--- src/rtl/conv2d_window_scheduler_if.sv ---
// rtl/conv2d_window_scheduler_if.sv - control, memory and core bus of the 3x3 window scheduler
// master: the scheduler; slave: host, BRAMs and convolution core.
interface conv2d_window_scheduler_if #(
  parameter int ADDR_W = 16
);
  logic              start;
  logic              busy;
  logic              done;
  logic              err;
  logic              wgt_rd_en;
  logic [3:0]        wgt_addr;
  logic [7:0]        wgt_data;
  logic              pix_rd_en;
  logic [ADDR_W-1:0] pix_addr;
  logic [7:0]        pix_data;
  logic              conv_valid_in;
  logic [71:0]       conv_win;
  logic [71:0]       conv_wgt;
  logic [15:0]       conv_result;
  logic              conv_valid_out;
  logic              out_we;
  logic [ADDR_W-1:0] out_addr;
  logic [15:0]       out_data;

  modport master (
    input  start, wgt_data, pix_data, conv_result, conv_valid_out,
    output busy, done, err, wgt_rd_en, wgt_addr, pix_rd_en, pix_addr,
           conv_valid_in, conv_win, conv_wgt, out_we, out_addr, out_data
  );

  modport slave (
    output start, wgt_data, pix_data, conv_result, conv_valid_out,
    input  busy, done, err, wgt_rd_en, wgt_addr, pix_rd_en, pix_addr,
           conv_valid_in, conv_win, conv_wgt, out_we, out_addr, out_data
  );
endinterface

--- src/rtl/conv2d_window_scheduler.sv ---
// rtl/conv2d_window_scheduler.sv - sequences 3x3 windows of a feature map through a 9-MAC core
// Loads weights once, then fetch/issue/wait/write per valid output position (stride 1, no padding).
module conv2d_window_scheduler #(
  parameter int IMG_W   = 8,
  parameter int IMG_H   = 8,
  parameter int ADDR_W  = 16,
  parameter int TIMEOUT = 16
) (
  input  logic                      clk,
  input  logic                      rst,
  conv2d_window_scheduler_if.master bus
);

  localparam int XW      = $clog2(IMG_W);
  localparam int YW      = $clog2(IMG_H);
  localparam int CNT_MAX = (TIMEOUT > 10) ? TIMEOUT : 10;
  localparam int CW      = $clog2(CNT_MAX + 1);

  localparam logic [XW-1:0] OX_LAST  = XW'(IMG_W - 3);
  localparam logic [YW-1:0] OY_LAST  = YW'(IMG_H - 3);
  localparam logic [CW-1:0] CNT_RD   = CW'(8);
  localparam logic [CW-1:0] CNT_FILL = CW'(9);
  localparam logic [CW-1:0] CNT_TMO  = CW'(TIMEOUT - 1);

  typedef enum logic [2:0] {
    S_IDLE, S_LOAD_W, S_FETCH, S_ISSUE, S_WAIT, S_WRITE, S_DONE
  } state_t;

  state_t        state_q, state_d;
  logic [CW-1:0] cnt_q, cnt_d;
  logic [XW-1:0] ox_q, ox_d;
  logic [YW-1:0] oy_q, oy_d;
  logic [71:0]   win_q, win_d;
  logic [71:0]   wgt_q, wgt_d;
  logic [15:0]   res_q, res_d;
  logic          err_q, err_d;

  logic              rd_phase;
  logic              cap_phase;
  logic [3:0]        k_rd;
  logic [3:0]        k_cap;
  logic [1:0]        k_row;
  logic [1:0]        k_col;
  logic              last_pos;
  logic              wait_tmo;
  logic              wgt_rd;
  logic              pix_rd;
  logic [ADDR_W-1:0] pix_addr_c;
  logic [ADDR_W-1:0] out_addr_c;

  // The same counter indexes read issue (k) and, one cycle later, capture (k-1).
  assign rd_phase  = (cnt_q <= CNT_RD);
  assign cap_phase = (cnt_q != '0);
  assign k_rd      = cnt_q[3:0];
  assign k_cap     = cnt_q[3:0] - 4'd1;
  assign last_pos  = (ox_q == OX_LAST) && (oy_q == OY_LAST);
  assign wait_tmo  = (cnt_q == CNT_TMO) && !bus.conv_valid_out;

  always_comb begin
    k_row = 2'd0;
    k_col = 2'd0;
    if (k_rd >= 4'd6) begin
      k_row = 2'd2;
      k_col = 2'(k_rd - 4'd6);
    end else if (k_rd >= 4'd3) begin
      k_row = 2'd1;
      k_col = 2'(k_rd - 4'd3);
    end else begin
      k_col = k_rd[1:0];
    end
  end

  assign pix_addr_c = ADDR_W'((32'(oy_q) + 32'(k_row)) * 32'(IMG_W) + 32'(ox_q) + 32'(k_col));
  assign out_addr_c = ADDR_W'(32'(oy_q) * 32'(IMG_W - 2) + 32'(ox_q));

  always_ff @(posedge clk or posedge rst) begin
    if (rst) begin
      state_q <= S_IDLE;
    end else begin
      state_q <= state_d;
    end
  end

  always_comb begin
    state_d = state_q;
    case (state_q)
      S_IDLE:   if (bus.start) state_d = S_LOAD_W;
      S_LOAD_W: if (cnt_q == CNT_FILL) state_d = S_FETCH;
      S_FETCH:  if (cnt_q == CNT_FILL) state_d = S_ISSUE;
      S_ISSUE:  state_d = S_WAIT;
      S_WAIT: begin
        if (bus.conv_valid_out) state_d = S_WRITE;
        else if (wait_tmo)      state_d = S_DONE;
      end
      S_WRITE:  state_d = last_pos ? S_DONE : S_FETCH;
      S_DONE:   state_d = S_IDLE;
      default:  state_d = S_IDLE;
    endcase
  end

  always_comb begin
    cnt_d = '0;
    ox_d  = ox_q;
    oy_d  = oy_q;
    win_d = win_q;
    wgt_d = wgt_q;
    res_d = res_q;
    err_d = err_q;
    // Counter restarts on every state change; it measures time spent in the current state.
    if ((state_d == state_q) &&
        (state_q == S_LOAD_W || state_q == S_FETCH || state_q == S_WAIT)) begin
      cnt_d = cnt_q + 1'b1;
    end
    case (state_q)
      S_IDLE: begin
        if (bus.start) begin
          ox_d  = '0;
          oy_d  = '0;
          err_d = 1'b0;
        end
      end
      S_LOAD_W: if (cap_phase) wgt_d[int'(k_cap)*8 +: 8] = bus.wgt_data;
      S_FETCH:  if (cap_phase) win_d[int'(k_cap)*8 +: 8] = bus.pix_data;
      S_WAIT: begin
        if (bus.conv_valid_out) res_d = bus.conv_result;
        else if (wait_tmo)      err_d = 1'b1;
      end
      S_WRITE: begin
        if (ox_q == OX_LAST) begin
          ox_d = '0;
          oy_d = last_pos ? '0 : oy_q + 1'b1;
        end else begin
          ox_d = ox_q + 1'b1;
        end
      end
      default: ;
    endcase
  end

  always_ff @(posedge clk or posedge rst) begin
    if (rst) begin
      cnt_q <= '0;
      ox_q  <= '0;
      oy_q  <= '0;
      win_q <= '0;
      wgt_q <= '0;
      res_q <= '0;
      err_q <= 1'b0;
    end else begin
      cnt_q <= cnt_d;
      ox_q  <= ox_d;
      oy_q  <= oy_d;
      win_q <= win_d;
      wgt_q <= wgt_d;
      res_q <= res_d;
      err_q <= err_d;
    end
  end

  assign wgt_rd = (state_q == S_LOAD_W) && rd_phase;
  assign pix_rd = (state_q == S_FETCH) && rd_phase;

  always_comb begin
    bus.busy          = (state_q != S_IDLE);
    bus.done          = (state_q == S_DONE);
    bus.err           = err_q;
    bus.wgt_rd_en     = wgt_rd;
    bus.wgt_addr      = wgt_rd ? k_rd : 4'd0;
    bus.pix_rd_en     = pix_rd;
    bus.pix_addr      = pix_rd ? pix_addr_c : '0;
    bus.conv_valid_in = (state_q == S_ISSUE);
    bus.conv_win      = win_q;
    bus.conv_wgt      = wgt_q;
    bus.out_we        = (state_q == S_WRITE);
    bus.out_addr      = (state_q == S_WRITE) ? out_addr_c : '0;
    bus.out_data      = res_q;
  end

endmodule
--- src/flat_wrapper.sv ---
// flat-port wrapper written by rule: the top's interface ports become plain ports
module conv2d_window_scheduler_flat 
#(
  parameter int IMG_W   = 8,
  parameter int IMG_H   = 8,
  parameter int ADDR_W  = 16,
  parameter int TIMEOUT = 16
)
  (clk, rst, bus_start, bus_wgt_data, bus_pix_data, bus_conv_result, bus_conv_valid_out, bus_busy, bus_done, bus_err, bus_wgt_rd_en, bus_wgt_addr, bus_pix_rd_en, bus_pix_addr, bus_conv_valid_in, bus_conv_win, bus_conv_wgt, bus_out_we, bus_out_addr, bus_out_data);
  conv2d_window_scheduler_if #(.ADDR_W(ADDR_W)) bus_i ();
  input  logic clk;
  input  logic rst;
  input wire logic [$bits(bus_i.start)-1:0] bus_start;
  input wire logic [$bits(bus_i.wgt_data)-1:0] bus_wgt_data;
  input wire logic [$bits(bus_i.pix_data)-1:0] bus_pix_data;
  input wire logic [$bits(bus_i.conv_result)-1:0] bus_conv_result;
  input wire logic [$bits(bus_i.conv_valid_out)-1:0] bus_conv_valid_out;
  output wire logic [$bits(bus_i.busy)-1:0] bus_busy;
  output wire logic [$bits(bus_i.done)-1:0] bus_done;
  output wire logic [$bits(bus_i.err)-1:0] bus_err;
  output wire logic [$bits(bus_i.wgt_rd_en)-1:0] bus_wgt_rd_en;
  output wire logic [$bits(bus_i.wgt_addr)-1:0] bus_wgt_addr;
  output wire logic [$bits(bus_i.pix_rd_en)-1:0] bus_pix_rd_en;
  output wire logic [$bits(bus_i.pix_addr)-1:0] bus_pix_addr;
  output wire logic [$bits(bus_i.conv_valid_in)-1:0] bus_conv_valid_in;
  output wire logic [$bits(bus_i.conv_win)-1:0] bus_conv_win;
  output wire logic [$bits(bus_i.conv_wgt)-1:0] bus_conv_wgt;
  output wire logic [$bits(bus_i.out_we)-1:0] bus_out_we;
  output wire logic [$bits(bus_i.out_addr)-1:0] bus_out_addr;
  output wire logic [$bits(bus_i.out_data)-1:0] bus_out_data;
  assign bus_i.start = bus_start;
  assign bus_i.wgt_data = bus_wgt_data;
  assign bus_i.pix_data = bus_pix_data;
  assign bus_i.conv_result = bus_conv_result;
  assign bus_i.conv_valid_out = bus_conv_valid_out;
  assign bus_busy = bus_i.busy;
  assign bus_done = bus_i.done;
  assign bus_err = bus_i.err;
  assign bus_wgt_rd_en = bus_i.wgt_rd_en;
  assign bus_wgt_addr = bus_i.wgt_addr;
  assign bus_pix_rd_en = bus_i.pix_rd_en;
  assign bus_pix_addr = bus_i.pix_addr;
  assign bus_conv_valid_in = bus_i.conv_valid_in;
  assign bus_conv_win = bus_i.conv_win;
  assign bus_conv_wgt = bus_i.conv_wgt;
  assign bus_out_we = bus_i.out_we;
  assign bus_out_addr = bus_i.out_addr;
  assign bus_out_data = bus_i.out_data;
  conv2d_window_scheduler #(.IMG_W(IMG_W), .IMG_H(IMG_H), .ADDR_W(ADDR_W), .TIMEOUT(TIMEOUT)) u_core (.clk(clk), .rst(rst), .bus(bus_i));
endmodule
--- config.mk ---
export PLATFORM = sky130hd
export DESIGN_NAME = conv2d_window_scheduler_flat
export DESIGN_NICKNAME = d
export VERILOG_FILES = /design/src/rtl/conv2d_window_scheduler_if.sv /design/src/rtl/conv2d_window_scheduler.sv /design/src/flat_wrapper.sv
export SDC_FILE = /design/constraint.sdc
export NUM_CORES = 1
export LEC_CHECK = 0
export BUFFER_PORTS_ARGS = -buffer_cell sky130_fd_sc_hd__buf_2
export CORE_MARGIN = 4
export CORE_UTILIZATION = 57
export DETAILED_ROUTE_END_ITERATION = 8
export PLACE_DENSITY = 0.9
export SLEW_MARGIN = 0
export SYNTH_ARGS = -nofsm -noshare
export SYNTH_HDL_FRONTEND = slang
export SYNTH_SLANG_ARGS = --single-unit
--- constraint.sdc ---
create_clock -name clk -period 12.65 [get_ports clk]
set_input_delay 0.6325 -clock clk [delete_from_list [all_inputs] [get_ports clk]]
set_output_delay 0.6325 -clock clk [all_outputs]
set_load 0.01 [all_outputs]
* After elaboration in Yosys (flattened, before gate mapping)
Cells that the tools add are included.
Word-level totals: output and inout port bits 203, input port bits 36, register bits after elaboration 175
Operators by class: order comparisons 3, $add $sub $neg 11, multiplexer cells 27, reduce and logical (&&, ||, !) cells 19, shift-type cells 3, multipliers 1, equal/unequal tests 15
Operator list (number):
- $bwmux W72 | 2
- $shiftx A8 B33 Y72 | 2
- $shift A8 B33 Y72 const A | 1
- $neg A7 Y33 | 1
- $mux W16 | 2
- $mux W3 | 10
- $pmux W3 S6 | 1
- $add A16 B2 Y16 | 1
- $add A16 B3 Y16 | 1
- $eq A3 B3 Y1 const B | 5
- $pmux W3 S2 | 2
- $eq A5 B4 Y1 const B | 2
- $reduce_and A2 Y1 | 4
- $add A6 B3 Y7 | 1
- $add A3 B1 Y3 const B | 2
- $eq A3 B2 Y1 const B | 2
- $mux W2 | 3
- $add A5 B1 Y5 const B | 1
- $le A5 B4 Y1 const B | 1
- $logic_and A1 B1 Y1 | 5
- $mul A3 B2 Y5 const B | 1
- $mux W5 | 1
- $reduce_bool A5 Y1 | 1
- $add A3 B2 Y4 | 1
- 18 further kinds | 26

* Depth between registers and ports, before layout
Gate-level depths: netlist of the first run.
depth after elaboration 8, depth in mapped cells 14

* Worst setup path after synthesis of the first run
No wires, ideal clock.
kind reg-to-output, from register u_core.cnt_q[0], to output port bus_pix_addr[6], setup slack 9013 ps, required time 12017 ps, stages on the path, launching flop included 13, data arrival time 3005 ps, buffers on the path 2, cell sequence dfrtp_1 > buf_2 > inv_1 > ha_1 > clkbuf_1 > mux2i_1 > o32ai_1 > inv_1 > fa_1 > or3_1 > nor3_1 > a21oi_1 > a21oi_1
Between the ends: word-level cells in the longest chain between the ends 7, elaborated cells on any way between the ends 14, classes of those cells add/sub (5); order compare (3); mux (5); reduce/logical (1)
RTL lines:
- from (decl) | RTL line conv2d_window_scheduler.sv:30 | logic [CW-1:0] cnt_q, cnt_d;
- from (signal assigned) | RTL line conv2d_window_scheduler.sv:150 | cnt_q <= cnt_d;
- $ge A4 B2 Y1 | RTL line conv2d_window_scheduler.sv:65 | end else if (k_rd >= 4'd3) begin
- $mux W1 | RTL line conv2d_window_scheduler.sv:65
- $mux W2 | RTL line conv2d_window_scheduler.sv:62 | if (k_rd >= 4'd6) begin
- $add A3 B2 Y4 | RTL line conv2d_window_scheduler.sv:73 | assign pix_addr_c = ADDR_W'((32'(oy_q) + 32'(k_row)) * 32'(IMG_W) + 32'(ox_q) + 32'(k_col));
- $add A16 B3 Y16 | RTL line conv2d_window_scheduler.sv:73
- $add A16 B2 Y16 | RTL line conv2d_window_scheduler.sv:73
- $mux W16 * | RTL line conv2d_window_scheduler.sv:170 | bus.pix_addr = pix_rd ? pix_addr_c : '0;
- to (decl) | RTL line flat_wrapper.sv:24 | output wire logic [$bits(bus_i.pix_addr)-1:0] bus_pix_addr;
Mark *: on every way between the ends. The rest lies on a longest branch, timed or not.

* Worst setup path after layout of the first run
Ends and elaborated chain as after synthesis.

==> results.json, run 1 <==
{
  "status": "finished clean",
  "worst-r2r-cell-count": 10,
  "drive_gt1_share_pct": 28.1,
  "syn_inst": 869,
  "leakage_nw": 5.04,
  "cts_repair_resize_count": 0,
  "hold_slack_ns": 0.402,
  "dr.pass1.iters": 5,
  "maxSlewViolCount": 0,
  "max-vdd-ir-drop_mv": 0.121,
  "final_cell_area_um2": 10100,
  "layout_commonest_cell": "buf_2",
  "postCtsSetupRepairBufs": 0,
  "dpl_cell_area_um2": 9470,
  "cts_tree": "built",
  "drtAntennaViolNets": 0,
  "max_stage_delay_ns": 0.57,
  "grt_pass1_wl_um": 33400,
  "setup_viol": 0,
  "worst_pin_slew_ns": 1.24,
  "routabilityCongestion": 0.893,
  "clock_latency_ns": 0.43,
  "h-tree-depth": 4,
  "synth_cell_types": 51,
  "grt_pass1_vias": 6564,
  "vias": 6659,
  "syn_area_um2": 8510,
  "wl_per_cell_um": 17.2,
  "synth_seq_area_share_pct": 51.4,
  "drc": 0,
  "cts.sinks": 175,
  "timing.final.ws_setup_ns": 8.23,
  "crit_path_max_fanout": 12,
  "grt_max_degree": 101,
  "grt_antenna_before_repair": 0,
  "antenna_cells": 0,
  "io_pins": 239,
  "die_y_um": 130,
  "endpoint_kind": "primary output",
  "clock-skew-final_ns": 0.00611,
  "cts-root-buf": "clkbuf_16",
  "synth_top_flop_cell": "dfrtp_1",
  "ys_warn_count": 0,
  "startpoint_type": "flip-flop",
  "cap_violations": 0,
  "hold_class": "in -> async",
  "path_cells": "inv_1 -> ha_1 -> mux2i_1 -> o32ai_1 -> inv_1 -> fa_1 -> or3_1 -> nor3_1 -> a21oi_1 -> a21oi_1 -> buf_2",
  "dp_hpwl_um": 15200,
  "power_density_nw_per_um2": 233,
  "area_growth_pct": 18.7,
  "cp.arrival_ns": 3.79,
  "synth_edf_count": 0,
  "final_cell_mix": "221 x buf_2, 198 x nand2_1, 175 x dfrtp_1",
  "overflow": 0,
  "crit_required_ns": 12.02,
  "cts_hold_buffers": 0,
  "grt.total_usage_pct": 25.4,
  "numPortBuffers": 221,
  "fmax_mhz": 226,
  "hold_viol_final": 0,
  "cp_slowest_cell": "dfrtp_1",
  "critPathKind": "reg -> out",
  "min_period_ns": 4.42,
  "nets": 1107,
  "ys_ff_latch": 175,
  "fp.dieW_um": 130,
  "period_share_pct": 34.9,
  "rsz0062_at_grt": "false",
  "initial_utilization_pct": 58.4,
  "async_reset_ff_share_pct": 100,
  "final.setup.tns_ns": 0,
  "wl_um": 21400,
  "viasPerCell": 5.34,
  "clk_pin_slew_ns": 0.06,
  "rows": 44,
  "dieArea_um2": 17000,
  "slew-limit-headroom_pct": 17.0,
  "synth_area_per_cell_um2": 9.80,
  "place_ws_ns": 8.73,
  "core_um2": 14600,
  "ctsLongestPathBuffers": 2,
  "drtIter0Drc": 467,
  "cts-buffers-inserted": 17
}
stage by stage:
stage / std cells / power, W / utilization [%]
after floorplan: 885 / 0.00147 / -
after global placement: 1214 / 0.00176 / 64.9
after detailed placement: 1214 / 0.00180 / 64.9
after CTS: 1246 / 0.00237 / 69.3
after global routing: 1246 / 0.00252 / 69.3
final: 1246 / 0.00236 / 69.3
synthesized netlist by cell type, drive strengths merged (2+ instances only):
library cell  number  share of area [%]
nor3b              3               0.32
ha                18                2.6
fa                 4               0.94
nor2b              4               0.29
a21oi             12               0.71
or3                2               0.15
a21o               3               0.26
nand2            198                8.7
buf               51                4.2
xor2               5               0.51
o21ai             72                4.2
inv               82                3.6
mux2i             65                7.6
and3              16                1.2
mux2              33                4.4
nor3               6               0.35
nand4              4               0.29
nor2              31                1.4
and2               6               0.44
nor4bb             2               0.24
clkbuf            27                1.2
xnor2             12                1.2
nand3             12                1.0
or4b               2               0.24
a41o               2               0.24
nand3b             5               0.44
dfrtp            175                 51
state kept, by name, indices dropped and copies added, names as in the netlist:
register and count:
u_core.ox_q 3, u_core.state_q 3, u_core.bus.conv_win 72, u_core.oy_q 3, u_core.cnt_q 5, u_core.bus.err 1, u_core.bus.out_data 16, u_core.bus.conv_wgt 72
power by group:
group	internal, W	total, W	switching [W]
Sequential	0.000745	0.000871	0.000126
Clock	0.000342	0.000563	0.000221
Combinational	0.000356	0.000923	0.000567
worst max-delay path, delay by kind of cell (launching register included):
family,cells,cell delay [ns]
fa+ha+maj,2,0.97
flops,1,0.57
compound gates,3,0.56
simple gates,2,0.62
buf+inv,3,0.51
mux,1,0.12
area by class of cell:
class	count	area, um^2
Clock buffer	19	453
Clock inverter	13	184
Fill cell	1100	4480
Inverter	82	313
Multi-Input combinational cell	550	3430
Sequential cell	175	4380
Tap cell	184	230
Timing Repair Buffer	223	1120
kinds of logic after synthesis:
group                      synth area share [%]
and+or+nand+nor                            15.7
DFF                                        51.4
buffers and inverters                      8.99
muxes                                      12.0
AOI/OAI and AO/OA                          6.20
adders and majority gates                  3.59
xor gates and xnor gates                   2.01
other                                    0.0440
layer usage:
layer  up-vias  global-route usage, %  part of all wire [%]
met5         -                      0                     0
met3        42                   6.71                   8.6
li1       3124                      -                     -
met2       302                   41.3                    48
met1      3191                   33.4                    42
met4         0                   8.74                   2.2
worst paths after layout:
check                                        startpoint  slack (ns)                 endpoint
worst max-delay path                    u_core.cnt_q[0]        8.23          bus_pix_addr[6]
worst min register to register  u_core.bus.conv_win[11]        0.47  u_core.bus.conv_win[11]
worst max register to register          u_core.cnt_q[0]        8.93  u_core.bus.conv_win[52]
worst min-delay path                                rst        0.40   u_core.bus.out_data[1]
min in group clk                    bus_conv_result[14]        0.43  u_core.bus.out_data[14]
max in group asynchronous                           rst       10.75  u_core.bus.conv_win[29]
Note: power is estimated with default switching activity, not from simulation.
==> run 2: changes to the inputs <==
ABC_AREA = 1   (was unset)
CORE_UTILIZATION = 53   (was 57)
PLACE_DENSITY = 0.84   (was 0.9)
clock period = 4.3 ns   (was 12.65 ns; I/O delays follow)
==> results.json, run 2 <==
{
  "endpoint_kind": "primary output",
  "crit_path_frequent_cell": "nor2_1",
  "hold_viol_final": 0,
  "path_cells": "ha_1 -> nor2_1 -> nor2_1 -> xor2_1 -> ha_1 -> inv_1 -> fa_1 -> nor2_1 -> nand3_1 -> inv_1 -> nand2_1 -> xnor2_1 -> nor2_1 -> buf_2",
  "fin_cells": 1484,
  "maxSlewViolCount": 0,
  "crit_buf_inv": 3,
  "use_met2_pct": 39.8,
  "cp.arrival_ns": 3.43,
  "drc": 0,
  "clock_latency_ns": 0.42,
  "wl_per_cell_um": 16.3,
  "dr.pass1.iters": 7,
  "leakage_nw": 5.23,
  "dieArea_um2": 19100,
  "syn_inst": 1054,
  "worst_pin_slew_ns": 0.900,
  "fmax_mhz": 274,
  "crit_path_max_fanout": 16,
  "cts-buffers-inserted": 17,
  "power_density_nw_per_um2": 678,
  "fp.dieW_um": 138,
  "met3_usage_pct": 5.56,
  "die_y_um": 138,
  "yosysMostFrequentCell": "nand2_1",
  "n_fill_cell": 1405,
  "wl_um": 24200,
  "grt_max_degree": 93,
  "viasPerCell": 5.44,
  "grt_antenna_before_repair": 0,
  "cp_slowest_cell": "dfrtp_1",
  "crit_start": "u_core.cnt_q[0]",
  "synth_seq_area_share_pct": 48.6,
  "setup_viol": 0,
  "initial_utilization_pct": 54.1,
  "routabilityCongestion": 0.886,
  "crit_path_end": "bus_pix_addr[6]",
  "postCtsSetupRepairBufs": 0,
  "ys_ff_latch": 175,
  "area_growth_pct": 18.5,
  "dp_hpwl_um": 18000,
  "yosysTopAreaCellShare_pct": 48.6,
  "final.setup.tns_ns": 0,
  "critPathKind": "reg -> out",
  "antenna_cells": 0,
  "rsz0062_at_grt": "false",
  "cts-root-buf": "clkbuf_16",
  "h-tree-depth": 4,
  "dp_cells": 1452,
  "ctsLongestPathBuffers": 2,
  "ys_warn_count": 0,
  "vias": 8068,
  "cts_tree": "built",
  "clock-skew-final_ns": 0.00893,
  "grt_busiest_layer": "met2",
  "drtIter0Drc": 621,
  "grt.total_usage_pct": 25.0,
  "grt_pass1_vias": 7769,
  "hold_class": "in -> reg",
  "layout_commonest_cell": "nand2_1",
  "worstReg2RegEnd": "u_core.bus.conv_win[20]",
  "synth_cell_types": 38,
  "core_um2": 16600,
  "period_share_pct": 84.8,
  "yosysTopAreaCell": "dfrtp_1",
  "clk_pin_slew_ns": 0.07,
  "max_stage_delay_ns": 0.66,
  "startpoint_type": "flip-flop",
  "r2r_slack_ns": 0.88,
  "ys_top_cells_by_count": "332 x nand2_1, 175 x dfrtp_1, 91 x nand4_1, 87 x nor2_1, 71 x inv_1",
  "grtUsageMet1_pct": 34.1,
  "crit_family": "adder cells",
  "numPortBuffers": 221,
  "path_depth": 14,
  "crit_required_ns": 4.09,
  "rows": 47,
  "slew-limit-headroom_pct": 39.9,
  "drive_gt1_share_pct": 26.3,
  "synth_top_flop_cell": "dfrtp_1",
  "status": "finished clean",
  "grt_pass1_wl_um": 39400,
  "synth_area_per_cell_um2": 8.54,
  "timing.rr.start": "u_core.cnt_q[0]",
  "max-vdd-ir-drop_mv": 0.535,
  "final_cell_mix": "332 x nand2_1, 221 x buf_2, 175 x dfrtp_1",
  "synth_edf_count": 0,
  "worst-r2r-cell-count": 9,
  "drtAntennaViolNets": 0,
  "overflow": 0,
  "nets": 1310,
  "min_period_ns": 3.65,
  "cap_violations": 0,
  "async_reset_ff_share_pct": 100,
  "netlist_top_cells_area": "dfrtp_1 49%, nand2_1 14%, nand4_1 6.3%",
  "syn_area_um2": 9000,
  "cts.sinks": 175,
  "io_pins": 239
}
run 2: changes by cell type in the layout (fill, tap and decap cells not counted), sizes merged, moves of 24 or more:
cell / delta
o21ai: -38
nand2: +152
nand4: +87
nor2: +66
mux2i: -65
nand3: +39
nor3: +24
run 2: layer usage:
metal / up-vias / routed length [um]
li1: 3806 / -
met1: 3821 / 10100
met2: 390 / 11200
met3: 51 / 2140
met4: 0 / 711
met5: - / 0
run 2: timing repair:
action	in CTS	in global routing
hold endpoints to repair	35	0
gates resized for setup	0	0
hold buffers	1	0
run 2: how the worst min path moves through the flow:
stage                                   from                       to  slack [ns]  depth (start not counted)
after floorplan              bus_wgt_data[3]   u_core.bus.conv_wgt[3]        0.36                          2
after global placement                   rst  u_core.bus.conv_win[17]        0.40                          2
after detailed placement                 rst  u_core.bus.conv_win[17]        0.40                          2
after CTS                 bus_conv_result[9]   u_core.bus.out_data[9]        0.01                          2
after global routing      bus_conv_result[2]   u_core.bus.out_data[2]        0.01                          2
final                     bus_conv_result[9]   u_core.bus.out_data[9]        0.02                          2
run 2: final cells by class:
cell class / instances / area (um^2) / share of cell area [%]
inverter: 82 / 317 / 2.97
timing repair buffer: 228 / 1170 / 11.0
clock inverter: 10 / 103 / 0.962
tap: 220 / 275 / 2.58
sequential: 175 / 4380 / 41.1
clock buffer: 21 / 470 / 4.41
multi-input combinational: 748 / 3950 / 37.0
run 2: where the power goes:
part / switching (W) / leakage [nW] / total, W / internal (W)
logic: 0.00236 / 3.17 / 0.00331 / 0.000946
registers: 0.000310 / 1.78 / 0.00242 / 0.00211
clock network: 0.000662 / 0.277 / 0.00151 / 0.000849
total: 0.00333 / 5.23 / 0.00724 / 0.00390
run 2: metrics by stage:
| step | power [W] | instance area [um^2] | util (%) | setup slack [ns] | hold slack, ns |
|---|---|---|---|---|---|
| final | 0.00724 | 10700 | 64.1 | 0.655 | 0.0224 |
| after floorplan | 0.00485 | 9070 | - | 1.65 | 0.359 |
| after CTS | 0.00724 | 10700 | 64.1 | 0.660 | 0.0128 |
| after global routing | 0.00769 | 10700 | 64.1 | 0.347 | 0.0131 |
| after detailed placement | 0.00572 | 10100 | 60.6 | 0.964 | 0.398 |
| after global placement | 0.00562 | 10100 | 60.6 | 1.14 | 0.396 |
run 2: cells by family after synthesis:
kind of cell,synth area share (%)
simple gates,33.9
buf+inv,8.16
other cells,0.0416
compound gates,3.06
xor+xnor,0.778
flops,48.6
mux,2.00
fa+ha+maj,3.39
==> run 3: changes to the inputs <==
CORE_UTILIZATION = 48   (was 53)
PLACE_DENSITY = 0.81   (was 0.84)
clock period = 2.9 ns   (was 4.3 ns; I/O delays follow)
==> results.json, run 3 (same netlist as run 2, synthesis figures left out) <==
{
  "status": "finished with violations",
  "violations": "setup timing",
  "min_period_ns": 2.96,
  "dieArea_um2": 21000,
  "grt_pass1_wl_um": 42500,
  "drive_gt1_share_pct": 29.0,
  "startpoint_type": "flip-flop",
  "maxSlewViolCount": 0,
  "rsz0062_at_grt": "true",
  "hold_viol_final": 0,
  "final_cell_mix": "329 x nand2_1, 221 x buf_2, 171 x dfrtp_1",
  "rows": 49,
  "routabilityCongestion": 0.894,
  "timing.rr.start": "u_core.cnt_q[1]",
  "dp_hpwl_um": 18800,
  "leakage_nw": 5.47,
  "timing.final.ws_setup_ns": -0.0628,
  "grt.total_usage_pct": 24.7,
  "fp.dieW_um": 145,
  "drtIter0Drc": 684,
  "r2r_slack_ns": 0.21,
  "fmax_mhz": 338,
  "worst-r2r-cell-count": 13,
  "vias": 8277,
  "wl_per_cell_um": 17.1,
  "antenna_cells": 0,
  "crit_required_ns": 2.76,
  "clock_latency_ns": 0.43,
  "core_um2": 18200,
  "grt_max_degree": 61,
  "layout_commonest_cell": "nand2_1",
  "multi_input_area_um2": 4050,
  "grt_pass1_vias": 8019,
  "worstHoldStart": "bus_pix_data[2]",
  "slew-limit-headroom_pct": 39.3,
  "cts.sinks": 175,
  "crit_path_max_fanout": 4,
  "clock-skew-final_ns": 0.0101,
  "worst_pin_slew_ns": 0.908,
  "dp_cells": 1471,
  "cp.arrival_ns": 2.82,
  "period_share_pct": 102,
  "grt_antenna_before_repair": 0,
  "numPortBuffers": 221,
  "clk_pin_slew_ns": 0.07,
  "min_to": "u_core.bus.conv_win[2]",
  "io_pins": 239,
  "max-vdd-ir-drop_mv": 0.678,
  "ctsLongestPathBuffers": 2,
  "dpl_cell_area_um2": 10200,
  "viasPerCell": 5.37,
  "die_y_um": 145,
  "final_cell_area_um2": 11300,
  "drtAntennaViolNets": 0,
  "cts-root-buf": "clkbuf_16",
  "wl_um": 26400,
  "cts-buffers-inserted": 17,
  "overflow": 0,
  "h-tree-depth": 4,
  "initial_utilization_pct": 49.4,
  "endpoint_kind": "primary output",
  "worstReg2RegEnd": "u_core.bus.conv_wgt[62]",
  "nets": 1357,
  "hold_class": "in -> reg",
  "n_fill_cell": 1498,
  "dr.pass1.iters": 5,
  "drc": 0,
  "regArea_um2": 4380,
  "holdPathStages": 3,
  "power_density_nw_per_um2": 1000,
  "fin_cells": 1540,
  "cts_tree": "built",
  "area_growth_pct": 25.0,
  "cap_violations": 0,
  "setup_viol": 3,
  "critPathKind": "reg -> out"
}
run 3: cell types whose count changed in the layout (fill, tap and decap cells not counted), sizes merged:
| cell | before | now |
|---|---|---|
| clkbuf | 21 | 19 |
| inv | 83 | 82 |
| dlygate4sd3 | 1 | 27 |
| buf | 227 | 248 |
| clkinvlp | 3 | 2 |
| bufinv | 1 | 2 |
| clkinv | 5 | 8 |
run 3: through the flow:
stage | util [%] | setup TNS [ns] | total power [W] | setup slack (ns) | hold WS (ns)
floorplan | - | 0 | 0.00719 | 0.324 | 0.289
global placement | 56.0 | 0 | 0.00855 | 0.249 | 0.372
detailed placement | 56.0 | 0 | 0.00867 | 0.138 | 0.380
CTS | 61.3 | -0.00390 | 0.0111 | -0.00390 | 0.00295
global route | 61.8 | -0.677 | 0.0120 | -0.178 | 0.0183
finish | 61.8 | -0.145 | 0.0113 | -0.0628 | 0.0207
run 3: timing repair:
item / in CTS / in global routing
pin swaps: 5 / 7
hold endpoints to repair: 61 / 0
endpoints found under the setup margin: 5 / 6
resized for setup: 22 / 14
hold buffers: 27 / 0
buffers inserted: 6 / 5
run 3: final cells by class:
| cell class | count | area share (%) |
|---|---|---|
| tap | 229 | 2.55 |
| sequential | 175 | 39.0 |
| clock buffer | 19 | 4.02 |
| multi-input combinational | 748 | 36.0 |
| clock inverter | 12 | 1.20 |
| timing repair buffer | 275 | 14.4 |
| inverter | 82 | 2.86 |
run 3: layer usage:
layer  up-vias  share of wire (%)  track usage (%)
met5         -                  0                0
met4         0                3.2             8.74
met3        67                7.7             5.92
met2       396                 46             38.9
met1      3915                 43             33.8
li1       3899                  -                -
run 3: power by group:
part	switching (W)	internal (W)
logic	0.00368	0.00166
clock network	0.00100	0.00132
registers	0.000469	0.00313
total	0.00515	0.00611
run 3: critical path, stage by stage (launching register included):
cell	delay [ns]
dfrtp_2	0.48
ha_4	0.20
nor2_4	0.14
nand2_2	0.09
nand2_2	0.07
o211ai_1	0.10
o21ai_2	0.11
inv_1	0.07
ha_1	0.29
nand2_1	0.07
inv_1	0.07
o21ai_2	0.07
nor2_2	0.11
nand2_2	0.09
xor2_2	0.15
nor2_1	0.14
buf_2	0.15
run 3: worst max path at each step:
stage / start / endpoint / slack, ns / cells past startpoint
floorplan: u_core.cnt_q[2] / bus_pix_addr[6] / 0.32 / 14
global placement: u_core.cnt_q[2] / bus_pix_addr[6] / 0.25 / 14
detailed placement: u_core.cnt_q[2] / bus_pix_addr[6] / 0.14 / 14
CTS: u_core.cnt_q[1] / bus_pix_addr[6] / -0.004 / 14
global route: u_core.cnt_q[1] / bus_pix_addr[7] / -0.18 / 15
finish: u_core.cnt_q[1] / bus_pix_addr[5] / -0.06 / 16
